### src/rtl/sd_arb_pkg.sv
// sd_arb_pkg: shared definitions for the SD request arbiter.
//   arb_state_t      arbiter sequencing states
//   buff_aw/buff_dw  sector buffer address/data width for a bus mode
//                    (wide=1: 16-bit words, 256 deep; wide=0: bytes, 512 deep)
//   idx_w            width of a requester index for n requesters
//   TIMEOUT_DEFAULT  clk_sys cycles allowed from rd/wr issue to sd_ack
package sd_arb_pkg;

   typedef enum logic [1:0] {
      IDLE  = 2'd0,
      ISSUE = 2'd1,
      XFER  = 2'd2,
      DONE  = 2'd3
   } arb_state_t;

   localparam logic [23:0] TIMEOUT_DEFAULT = 24'd12000000;

   function automatic int buff_aw(input int wide);
      return (wide != 0) ? 8 : 9;
   endfunction

   function automatic int buff_dw(input int wide);
      return (wide != 0) ? 16 : 8;
   endfunction

   function automatic int idx_w(input int n);
      return (n > 1) ? $clog2(n) : 1;
   endfunction

endpackage

### src/rtl/sd_req_arbiter_rr_pick.sv
// rr_pick: combinational round-robin finder.
//   pending  in   NREQ  request vector
//   last     in   IW    index served most recently
//   idx      out  IW    first pending index searching from last+1, wrapping
//   valid    out  1     at least one request pending
module rr_pick
   import sd_arb_pkg::*;
#(
   parameter int NREQ = 2,
   localparam int IW = idx_w(NREQ)
)(
   input  logic [NREQ-1:0] pending,
   input  logic [IW-1:0]   last,
   output logic [IW-1:0]   idx,
   output logic            valid
);

   // Walk the candidates from farthest to nearest so the nearest pending
   // one (lowest offset from last) is the final assignment and wins.
   always_comb begin
      idx   = '0;
      valid = 1'b0;
      for (int k = NREQ; k >= 1; k--) begin
         if (pending[(int'(last) + k) % NREQ]) begin
            idx   = IW'((int'(last) + k) % NREQ);
            valid = 1'b1;
         end
      end
   end

endmodule

### src/rtl/sd_req_arbiter.sv
// sd_req_arbiter: shares the HPS I/O SD block port between NREQ requesters.
// One sector transfer in flight; round-robin grant; LBA/op latched at grant.
//   clk_sys, reset              clock, asynchronous active-high reset
//   req_lba/req_rd/req_wr       per-requester request (levels, held until ack)
//   req_ack/req_done/req_err    per-requester ack, completion and abort pulses
//   req_buff_din/req_buff_wr    per-requester buffer readout data / write strobe
//   buff_addr/buff_dout         buffer address/data broadcast to requesters
//   sd_lba/sd_rd/sd_wr/sd_ack   HPS I/O block request handshake
//   sd_buff_addr/_dout/_wr/_din HPS I/O sector buffer bus
//   busy                        arbiter not idle
module sd_req_arbiter
   import sd_arb_pkg::*;
#(
   parameter int          NREQ    = 2,
   parameter int          WIDE    = 0,
   parameter logic [23:0] TIMEOUT = TIMEOUT_DEFAULT,
   localparam int AW = buff_aw(WIDE),
   localparam int DW = buff_dw(WIDE),
   localparam int IW = idx_w(NREQ)
)(
   input  logic               clk_sys,
   input  logic               reset,
   input  logic [32*NREQ-1:0] req_lba,
   input  logic [NREQ-1:0]    req_rd,
   input  logic [NREQ-1:0]    req_wr,
   output logic [NREQ-1:0]    req_ack,
   output logic [NREQ-1:0]    req_done,
   output logic [NREQ-1:0]    req_err,
   input  logic [DW*NREQ-1:0] req_buff_din,
   output logic [NREQ-1:0]    req_buff_wr,
   output logic [AW-1:0]      buff_addr,
   output logic [DW-1:0]      buff_dout,
   output logic [31:0]        sd_lba,
   output logic               sd_rd,
   output logic               sd_wr,
   input  logic               sd_ack,
   input  logic [AW-1:0]      sd_buff_addr,
   input  logic [DW-1:0]      sd_buff_dout,
   input  logic               sd_buff_wr,
   output logic [DW-1:0]      sd_buff_din,
   output logic               busy
);

   arb_state_t        state_reg;
   logic [NREQ-1:0]   grant_reg;
   logic [IW-1:0]     idx_reg;
   logic [IW-1:0]     last_reg;
   logic [23:0]       timer_reg;

   logic [NREQ-1:0]   pending;
   logic [IW-1:0]     pick_idx;
   logic              pick_valid;
   logic [NREQ-1:0]   pick_onehot;
   logic [31:0]       lba_arr [NREQ];
   logic [DW-1:0]     din_arr [NREQ];

   genvar gi;
   generate
      for (gi = 0; gi < NREQ; gi++) begin : g_slice
         assign lba_arr[gi]     = req_lba[32*gi +: 32];
         assign din_arr[gi]     = req_buff_din[DW*gi +: DW];
         assign pick_onehot[gi] = (pick_idx == IW'(gi));
      end
   endgenerate

   assign pending = req_rd | req_wr;

   rr_pick #(.NREQ(NREQ)) u_pick (
      .pending (pending),
      .last    (last_reg),
      .idx     (pick_idx),
      .valid   (pick_valid)
   );

   always_ff @(posedge clk_sys or posedge reset) begin
      if (reset) begin
         state_reg <= IDLE;
         grant_reg <= '0;
         idx_reg   <= '0;
         last_reg  <= IW'(NREQ - 1);
         timer_reg <= '0;
         sd_lba    <= '0;
         sd_rd     <= 1'b0;
         sd_wr     <= 1'b0;
         req_done  <= '0;
         req_err   <= '0;
      end else begin
         req_done <= '0;
         req_err  <= '0;
         case (state_reg)
            IDLE: begin
               if (pick_valid) begin
                  grant_reg <= pick_onehot;
                  idx_reg   <= pick_idx;
                  sd_lba    <= lba_arr[pick_idx];
                  // A read wins over a simultaneous write; the write stays
                  // pending and is taken on a later grant.
                  sd_rd     <= req_rd[pick_idx];
                  sd_wr     <= ~req_rd[pick_idx];
                  timer_reg <= '0;
                  state_reg <= ISSUE;
               end
            end
            ISSUE: begin
               timer_reg <= timer_reg + 24'd1;
               if (sd_ack) begin
                  sd_rd     <= 1'b0;
                  sd_wr     <= 1'b0;
                  state_reg <= XFER;
               end else if (timer_reg == TIMEOUT - 24'd1) begin
                  sd_rd     <= 1'b0;
                  sd_wr     <= 1'b0;
                  req_err   <= grant_reg;
                  last_reg  <= idx_reg;
                  grant_reg <= '0;
                  state_reg <= IDLE;
               end
            end
            XFER: begin
               if (!sd_ack) begin
                  req_done  <= grant_reg;
                  last_reg  <= idx_reg;
                  state_reg <= DONE;
               end
            end
            DONE: begin
               // Spacer cycle: keeps a fresh sd_rd/sd_wr away from the
               // cycle in which the previous ack fell.
               grant_reg <= '0;
               state_reg <= IDLE;
            end
            default: state_reg <= IDLE;
         endcase
      end
   end

   // Steering stays combinational so address, data and strobe remain aligned
   // with the HPS bus; grant=0 masks stray ack/write strobes.
   assign req_ack     = {NREQ{sd_ack}} & grant_reg;
   assign req_buff_wr = {NREQ{sd_buff_wr}} & grant_reg;
   assign buff_addr   = sd_buff_addr;
   assign buff_dout   = sd_buff_dout;
   assign sd_buff_din = (|grant_reg) ? din_arr[idx_reg] : '0;
   assign busy        = (state_reg != IDLE);

endmodule
### config.mk
export PLATFORM = sky130hd
export DESIGN_NAME = sd_req_arbiter
export DESIGN_NICKNAME = d
export VERILOG_FILES = /design/src/rtl/sd_arb_pkg.sv /design/src/rtl/sd_req_arbiter_rr_pick.sv /design/src/rtl/sd_req_arbiter.sv
export SDC_FILE = /design/constraint.sdc
export NUM_CORES = 1
export LEC_CHECK = 0
export ABC_AREA = 1
export BUFFER_PORTS_ARGS = -buffer_cell sky130_fd_sc_hd__buf_2
export CAP_MARGIN = 20
export CORE_MARGIN = 8
export CORE_UTILIZATION = 25
export CTS_BUF_LIST = sky130_fd_sc_hd__clkbuf_2
export DETAILED_ROUTE_END_ITERATION = 16
export SETUP_SLACK_MARGIN = 0.4
export SLEW_MARGIN = 30
export SYNTH_ARGS = -nofsm -noshare
export SYNTH_HDL_FRONTEND = slang
export SYNTH_SLANG_ARGS = --single-unit
### constraint.sdc
create_clock -name clk_sys -period 2 [get_ports clk_sys]
set_input_delay 0.1 -clock clk_sys [delete_from_list [all_inputs] [get_ports clk_sys]]
set_output_delay 0.1 -clock clk_sys [all_outputs]
set_load 0.02 [all_outputs]
==> reports/qor.txt, run 1 <==
Post-route cell area: 5679 um2
First-pass iteration count of the detailed router: 5
Clock slew at reported path FFs: 200 ps
Final Hold Fails: 0
Worst-path cell with the longest stage delay: dfrtp_2
CTS tree: yes
Final #Nets: 844
Max Fclk: 0.6443 GHz
PwrDens: 1119 nW/um2
CTS Buf Count: 9
Port Buffers: 138
Clock Skew: 29.41 ps
XOR/XNOR Fraction of Synth Area: 0.4547%
Htree depth: 3
Largest net degree at the start of global routing: 43
Fillers: 1528
Routed Antenna Nets: 0
Routed wire length per instance: 14.11 um
GP Congestion: 0.8469
Initial Utilization: 25.44%
Top Family by Delay on Critical Path: flip-flops
Pleak: 2.766 nW
Initial DRC Count: 219
Bufs on Longest Clock Path: 2
Final core occ: 37.50%
CP required: 1900 ps
Sequential share of the synthesized area: 44.20%
Critical path type: reg -> out
First-pass GRT wire length: 21210 um
Largest family of logic cells by synthesized area: simple AND/OR/NAND/NOR gates
Die X: 140.1 um
Min Tclk post-route: 1552 ps
Largest register FFs: 32
Global Route Usage Sum: 13.16%
DR vias: 4194
Drt total wl: 13150 um
Synth Area in Simple Gates: 29.68%
VDD IR max: 0.0005503 V
R2R Path Start: timer_reg[0]
Row count: 45
Post-Synth Adder-Cell Area: 0.3248%
Placed Area: 4589 um2
Die span in y: 140.1 um
Syn avg cell area: 7.214 um2
WP buf/inv: 2
CP Launch Type: flip-flop
Syn Nets: 640
Fin Setup TNS: 0 ps
Netlist cell types: 30
Core Area: 15150 um2
Cells after synthesis: 534
Slew HR: 55.16%
Mux cell area share after synthesis: 0%
Complex-gate fraction of the synthesized area: 13.71%
Hold path startpoint: req_rd[0]
Worst Setup SP: idx_reg
Number of max-cap violations: 0
Cell Chain, Critical Path: buf_6, nand2_1, a21oi_1, buf_4
Grt total ovfl: 0
Final period util: 77.60%
Most frequent cells in the layout: nand2_1, buf_2, dlygate4sd3_1, dfrtp_1, nor2_1
RSZ-0062 raised after global routing: true
Synth warn: 0
Post-DP HPWL: 8712 um
Die area: 19640 um2
Layout cells sized above 1: 29.48%
Via-to-Cell Ratio: 4.500
Clk sink count: 68
Hold Path Class: in -> reg
Final Total Pwr: 6.358 mW
Arrival time at the worst endpoint: 1450 ps
Vias in the first global route: 4271
Final slew viol count: 0
Status: completed
Worst slew pin tran: 671.1 ps
I/O pin count: 173
Worst-skew pair later-pin latency: 500 ps
CP endpoint kind: primary output
Final setup fails: 0
DRC viols: 0
CP max FO: 5
CP max stage delay: 490 ps
Antenna violations before repair: 1
Area grow syn2layout: 47.42%
Synthesized area: 3852 um2
CTS root buf: clkbuf_2
Commonest non-fill, non-tap cell in the layout: nand2_1
#FFs+latches synth: 68
-- worst paths after layout --
path                       slack, ps             end  cells past startpoint
setup / recovery                 450  sd_buff_din[5]                      4
hold / removal                    60           sd_wr                      5
setup reg to reg                 470   timer_reg[18]                     10
hold reg to reg                  480        last_reg                      2
max in group asynchronous       1150      sd_lba[29]                      4
min in group asynchronous        220    timer_reg[5]                      3
-- routing by layer --
metal / vias to the layer above / share of wire (%) / GRT usage, % / wire length [um]
met5: - / 0 / 0 / 0
met4: 0 / 1.5 / 4.171 / 201
met2: 135 / 50 / 22.32 / 6543
met3: 22 / 7.3 / 4.655 / 955
met1: 1938 / 41 / 15.25 / 5448
li1: 2099 / - / - / -
-- power by group --
part           switching, mW  leakage (nW)  internal (mW)
Clock                  0.492        0.0554          0.165
Sequential             0.308         0.869           1.83
Combinational           2.24          1.84           1.33
Total                   3.04          2.77           3.32
-- tightest hold or removal path, stage by stage --
cell and delay (ps):
buf_2 110, or2_0 110, o21ai_0 110, nand2_1 70, nand2_1 40
-- per-stage QoR --
stage	setup WS [ps]	std cells	hold WS, ps
after detailed placement	288.9	832	200.1
final	448.0	932	61.41
after global placement	308.1	832	200.1
after CTS	364.6	920	28.83
after global routing	313.4	932	116.4
after floorplan	571.1	534	256.4
-- synthesized netlist by cell type --
master	number	area share, %
nand2_1	149	15
dfrtp_1	67	44
nor2_1	67	6.5
o21ai_0	52	6.8
inv_1	46	4.5
o21ai_1	32	4.2
nand3_1	27	3.5
buf_4	18	3.5
a21oi_1	13	1.7
nor3_1	13	1.7
buf_2	9	1.2
buf_6	5	1.5
inv_2	5	0.49
nand4_1	4	0.65
clkbuf_1	3	0.29
nor2_4	3	0.88
o22ai_1	3	0.49
nand2_2	2	0.32
nor2_2	2	0.32
nor3_2	2	0.52
or2_0	2	0.32
xor2_1	2	0.45
a21oi_4	1	0.42
clkbuf_2	1	0.13
clkinv_1	1	0.097
dfstp_2	1	0.68
ha_1	1	0.32
nand3_2	1	0.26
o21a_1	1	0.19
or2_2	1	0.16
-- layout make-up --
class | count | area, um2 | area share (%)
Antenna cell | 1 | 2.502 | 0.04406
Clock buffer | 11 | 55.05 | 0.9694
Clock inverter | 5 | 28.78 | 0.5067
Inverter | 52 | 215.2 | 3.789
Multi-Input combinational cell | 379 | 1817 | 31.99
Sequential cell | 68 | 1707 | 30.05
Tap cell | 188 | 235.2 | 4.142
Timing Repair Buffer | 228 | 1619 | 28.51
-- cells by family (layout without fill, tap and decap cells) --
kind of cell	Yosys count	count (layout)
XOR/XNOR	2	2
adder cells (fa/ha/maj)	1	1
AO/OA/AOI/OAI	102	102
buffers and inverters	88	296
other	0	1
flip-flops	68	68
AND/OR/NAND/NOR	273	274
-- what timing repair did --
| action | CTS | global route |
|---|---|---|
| endpoints found under the setup margin | 50 | 64 |
| pin swaps | 5 | 6 |
| cloned | 1 | 1 |
| gates resized for setup | 22 | 37 |
| hold buffers | 67 | 0 |
| hold endpoints to repair | 68 | 0 |
| buffers inserted | 4 | 10 |
Note: power is estimated with default switching activity, not from simulation.
==> run 2, diff against run 1 <==
- clock period: 2 -> 1.35 ns (I/O delays scaled with it)
==> run 2 against run 1 <==
Compared with the run above:
- the run now ends with hold timing, setup timing left
- worst setup slack got worse by 730 ps
- sequential cell count stayed put
- clock skew grew 21 ps
- die area unchanged
- core utilization rose by 16 points
- global-route usage up 3.3 points
- via count increased by 19%
- largest cell class is now non-clock buffers
- largest power group unchanged
- highest routed layer unchanged
==> reports/qor.txt, run 2 (synthesis results as in run 1) <==
Status: finished, violations left
Failing checks: hold timing, setup timing
Cell Chain, Critical Path: clkinv_4, nand2_1, a21oi_4, buf_6
Initial Utilization: 25.44%
Final setup fails: 75
Drt total wl: 18230 um
Die span in y: 140.1 um
CP required: 1280 ps
Post-DP HPWL: 9424 um
Internal power: 9.338 mW
Final period util: 120.7%
Htree depth: 3
RR Endpoint: sd_lba[9]
Number of max-cap violations: 0
DRC viols: 0
Part of the power in registers: 20.4%
Top Family by Delay on Critical Path: flip-flops
Grt total ovfl: 0
CP max FO: 9
Hold slack final: -26.23 ps
Final slew viol count: 0
CP Launch Type: flip-flop
Layout cells sized above 1: 55.81%
Core Area: 15150 um2
Port Buffers: 138
Largest net degree at the start of global routing: 28
Switching Share: 43.01%
Final #Nets: 961
Worst-path cell with the longest stage delay: dfrtp_2
Worst slew pin tran: 424.4 ps
Area of the multi-input gates: 2525 um2
Pleak: 3.846 nW
Worst setup margin: -280.0 ps
Die area: 19640 um2
Register area: 1714 um2
CP endpoint kind: primary output
Clock Skew: 50.54 ps
DR vias: 4990
RSZ-0062 raised after global routing: true
R2R setup slack: -250 ps
Max Fclk: 0.6135 GHz
Worst-skew pair later-pin latency: 580 ps
Initial DRC Count: 194
Global Route Usage Sum: 16.45%
I/O pin count: 173
PwrDens: 2037 nW/um2
Die X: 140.1 um
Routed wire length per instance: 17.39 um
Arrival time at the worst endpoint: 1560 ps
CTS Buf Count: 9
Sw Pwr: 7.048 mW
Min Tclk post-route: 1630 ps
Area grow syn2layout: 108.8%
Hold-fix buffers, CTS: 68
Slew HR: 71.61%
Hold Path Class: in -> async
Critical path type: reg -> out
CTS tree: yes
Final core occ: 53.10%
Clk sink count: 68
Largest register FFs: 32
Place WS: -73.20 ps
Final Hold Fails: 1
Via-to-Cell Ratio: 4.761
Bufs on Longest Clock Path: 2
WP buf/inv: 2
Clock slew at reported path FFs: 240 ps
CP max stage delay: 510 ps
Antenna violations before repair: 0
First-pass GRT wire length: 26050 um
Row count: 45
First-pass iteration count of the detailed router: 4
Ant diodes: 0
VDD IR max: 0.001382 V
Vias in the first global route: 5277
Most frequent cells in the layout: nand2_1, buf_2, buf_4, buf_6, dlygate4sd3_1
Routed Antenna Nets: 0
Clock share of power: 8.8%
Fillers: 1197
Combinational cell fraction of total power: 70.8%
GP Congestion: 0.8655
Worst Setup SP: idx_reg
Worst R2R Path Depth: 8
CTS root buf: clkbuf_2
-- run 2: cell count changes in the layout (fill, tap and decap cells not counted), sizes merged --
cell	previous run	this run
bufinv	0	2
dlygate4sd3	67	68
inv	48	49
clkinv	5	8
clkbuf	12	10
clkinvlp	4	1
nor2	73	72
diode	1	0
buf	160	276
-- run 2: worst max path at each step --
stage,end,depth (start not counted),slack [ps]
after global routing,sd_buff_din[4],4,-350
after CTS,sd_buff_din[1],4,-270
after global placement,sd_lba[19],6,-70
after detailed placement,sd_wr,10,-70
after floorplan,timer_reg[18],10,-70
final,sd_buff_din[4],4,-280
-- run 2: per-layer routing --
| layer | vias up | track usage, % | wire [um] |
|---|---|---|---|
| li1 | 2345 | - | - |
| met1 | 2389 | 17.22 | 6718 |
| met2 | 202 | 29.46 | 9693 |
| met3 | 54 | 5.437 | 1099 |
| met4 | 0 | 7.429 | 714 |
| met5 | - | 0 | 0 |
-- run 2: tightest hold or removal path: cells and delay by family --
kind / cells / cell delay [ps]
buffers and inverters: 3 / 930
-- run 2: area by class of cell --
| cell class | instances | share of cell area (%) |
|---|---|---|
| repair inverters | 1 | 0.1400 |
| repair buffers | 345 | 39.41 |
| multi-input cells | 378 | 31.39 |
| inverters | 52 | 3.127 |
| flip-flops and latches | 68 | 21.31 |
| well taps | 188 | 2.925 |
| clock inverters | 7 | 1.136 |
| clock buffers | 9 | 0.5601 |
-- run 2: power groups by stage --
| stage | Sequential [mW] | Clock [mW] | Combinational, mW |
|---|---|---|---|
| global route | 3.41 | 1.52 | 12.1 |
| detailed placement | 3.20 | 0 | 5.26 |
| CTS | 3.28 | 1.44 | 9.38 |
| global placement | 3.23 | 0 | 5.20 |
| floorplan | 3.75 | 0 | 2.95 |
| finish | 3.35 | 1.44 | 11.6 |
-- run 2: metrics by stage --
step / area, um2 / cells / TNS, ps / power [mW]
finish: 8043 / 1048 / -12010 / 16.39
global route: 8043 / 1048 / -16570 / 17.06
CTS: 7302 / 1013 / -6205 / 14.11
detailed placement: 5095 / 873 / -1473 / 8.460
global placement: 5095 / 873 / -939.8 / 8.432
floorplan: 4040 / 534 / -825.2 / 6.697
-- run 2: what timing repair did --
action	CTS	global route
pin swaps	26	43
gates cloned	10	1
setup buffers	46	34
resized for setup	258	126
setup endpoints to repair	119	119
endpoints found under the hold margin	109	2
==> run 3, diff against run 2 <==
- CORE_ASPECT_RATIO: not set -> 0.6
==> run 3 against run 2 <==
Compared with the run above:
- the run ends with setup timing left
- critical path depth up 5
- sequential share of layout area up 0.33 points
- clock-buffer cell count unchanged
- clock skew down 14 ps
- cell count up 1.0%
- die area up 0.67%
- combinational power down 7%
- register-to-register slack worse by 20 ps
- worst setup slack better by 5.1 ps
- wire length up 7.1%
- critical path type is now reg -> reg
- critical endpoint is now timer_reg[9]
==> reports/qor.txt, run 3 (synthesis results as in run 1) <==
RSZ-0062 raised after global routing: true
Die span in y: 112.2 um
Min Tclk post-route: 1625 ps
Final core occ: 52.11%
Internal power: 8.965 mW
Post-DP HPWL: 10040 um
Grt total ovfl: 0
CP max stage delay: 470 ps
PwrDens: 1987 nW/um2
Post-route cell area: 7919 um2
Combinational cell fraction of total power: 68.8%
Port Buffers: 138
Cell Chain, Critical Path: nor2_4, inv_2, a21oi_4, buf_12, buf_16, inv_12, buf_12, a21oi_2, a21oi_1
Final slew viol count: 0
Clock share of power: 10.2%
VDD IR max: 0.001280 V
Hold Path Class: in -> reg
Antenna violations before repair: 1
Die area: 19770 um2
Clk sink count: 68
Via-to-Cell Ratio: 4.912
DR vias: 5202
Cell mode on critical path: buf_12
R2R Path Start: state_reg[0]
Drt total wl: 19510 um
Top Family by Delay on Critical Path: buffers and inverters
WP buf/inv: 5
Row count: 35
DRC viols: 0
Worst R2R Path Depth: 9
Commonest non-fill, non-tap cell in the layout: nand2_1
Critical path type: reg -> reg
Arrival time at the worst endpoint: 2070 ps
Routed Antenna Nets: 0
Placed Area: 5191 um2
CP endpoint kind: flip-flop
Worst setup margin: -274.9 ps
Layout cells sized above 1: 55.20%
Most frequent cells in the layout: nand2_1, buf_4, buf_2, buf_6, dlygate4sd3_1
WHS Endpoint: state_reg[0]
Core Area: 15200 um2
Worst-skew pair later-pin latency: 570 ps
Pleak: 3.725 nW
Clock slew at reported path FFs: 210 ps
Largest net degree at the start of global routing: 69
R2R setup slack: -270 ps
Bufs on Longest Clock Path: 2
Number of max-cap violations: 0
Fillers: 1252
Failing checks: setup timing
CTS tree: yes
Final Hold Fails: 0
Initial Utilization: 25.35%
Global Route Usage Sum: 17.56%
Slew HR: 73.83%
Part of the power in registers: 21.0%
First-pass iteration count of the detailed router: 6
CP max FO: 5
CTS root buf: clkbuf_2
Htree depth: 3
Routed wire length per instance: 18.43 um
First-pass GRT wire length: 27430 um
Vias in the first global route: 5132
CP required: 1800 ps
Sw Pwr: 6.773 mW
Die X: 176.3 um
Worst-path cell with the longest stage delay: dfrtp_1
Status: finished, violations left
Max Fclk: 0.6154 GHz
CTS Buf Count: 9
Worst slew pin tran: 392.6 ps
Final #Nets: 956
Clock Skew: 36.39 ps
Hold path startpoint: req_wr[1]
RR Endpoint: timer_reg[9]
Final setup fails: 76
CP Launch Type: flip-flop
I/O pin count: 173
Final period util: 120.4%
Switching Share: 43.04%
Area grow syn2layout: 105.6%
GP Congestion: 0.8710
WHS Path Cells: 5
Initial DRC Count: 441
Largest register FFs: 32
-- run 3: changes by cell type in the layout (fill, tap and decap cells not counted), sizes merged --
cell      change
diode         +1
clkbuf        -1
bufinv        +1
clkinv        -5
buf           -5
clkinvlp      +1
inv           +4
-- run 3: worst max path at each step --
stage               depth (start not counted)  slack [ps]        endpoint          from
finish                                      9        -270    timer_reg[9]  state_reg[0]
global route                                8        -350    timer_reg[6]  timer_reg[3]
CTS                                         5        -320  sd_buff_din[4]       idx_reg
detailed placement                          6        -140      sd_lba[29]     flip-flop
global placement                            6        -120      sd_lba[16]  state_reg[0]
floorplan                                  10         -70   timer_reg[18]  timer_reg[0]
-- run 3: worst register-to-register path: stages, from the launching register on --
cell	delay [ps]
dfrtp_1	470
nor2_4	120
inv_2	70
a21oi_4	190
buf_12	140
buf_16	140
inv_12	50
buf_12	140
a21oi_2	130
a21oi_1	70
-- run 3: repair_timing --
item                       CTS  global route
buffers inserted            32            36
gates resized for setup    254           106
cloned                      10             1
hold buffers                68             0
setup endpoints to repair  119           119
hold endpoints to repair   108             0
pin swaps                   31            34
-- run 3: cell type report --
cell class | count | area (um2) | share of cell area (%)
Inverter | 52 | 245.2 | 3.097
Antenna cell | 1 | 2.502 | 0.03160
Timing Repair Buffer | 339 | 3112 | 39.30
Sequential cell | 68 | 1714 | 21.65
Tap cell | 203 | 254.0 | 3.207
Timing Repair inverter | 2 | 22.52 | 0.2844
Clock buffer | 9 | 45.04 | 0.5688
Multi-Input combinational cell | 378 | 2409 | 30.42
Clock inverter | 7 | 115.1 | 1.454
-- run 3: power groups by stage --
stage | combinational [mW] | sequential (mW) | clock [mW]
after floorplan | 2.95 | 3.75 | 0
after global placement | 5.49 | 3.19 | 0
after detailed placement | 5.50 | 3.19 | 0
after CTS | 9.38 | 3.24 | 1.64
after global routing | 11.4 | 3.36 | 1.71
final | 10.8 | 3.31 | 1.61
-- run 3: metrics by stage --
step           setup slack, ps  power [mW]  hold slack [ps]  TNS [ps]  cells
2_1_floorplan           -74.76       6.697            223.9    -825.2    534
3_3_place_gp            -117.7       8.676            135.1     -4478    895
3_5_place_dp            -140.9       8.689            135.1     -5418    895
4_1_cts                 -318.1       14.25           -42.58    -12000   1021
5_1_grt                 -352.1       16.43            9.950    -17220   1059
6_report                -274.9       15.74            9.548    -12190   1059
-- run 3: routing by layer --
layer	vias up	track usage, %	wire, um
li1	2336	-	-
met1	2470	23.55	8020
met2	348	26.75	9041
met3	48	5.800	1968
met4	0	4.274	482
met5	-	0	0
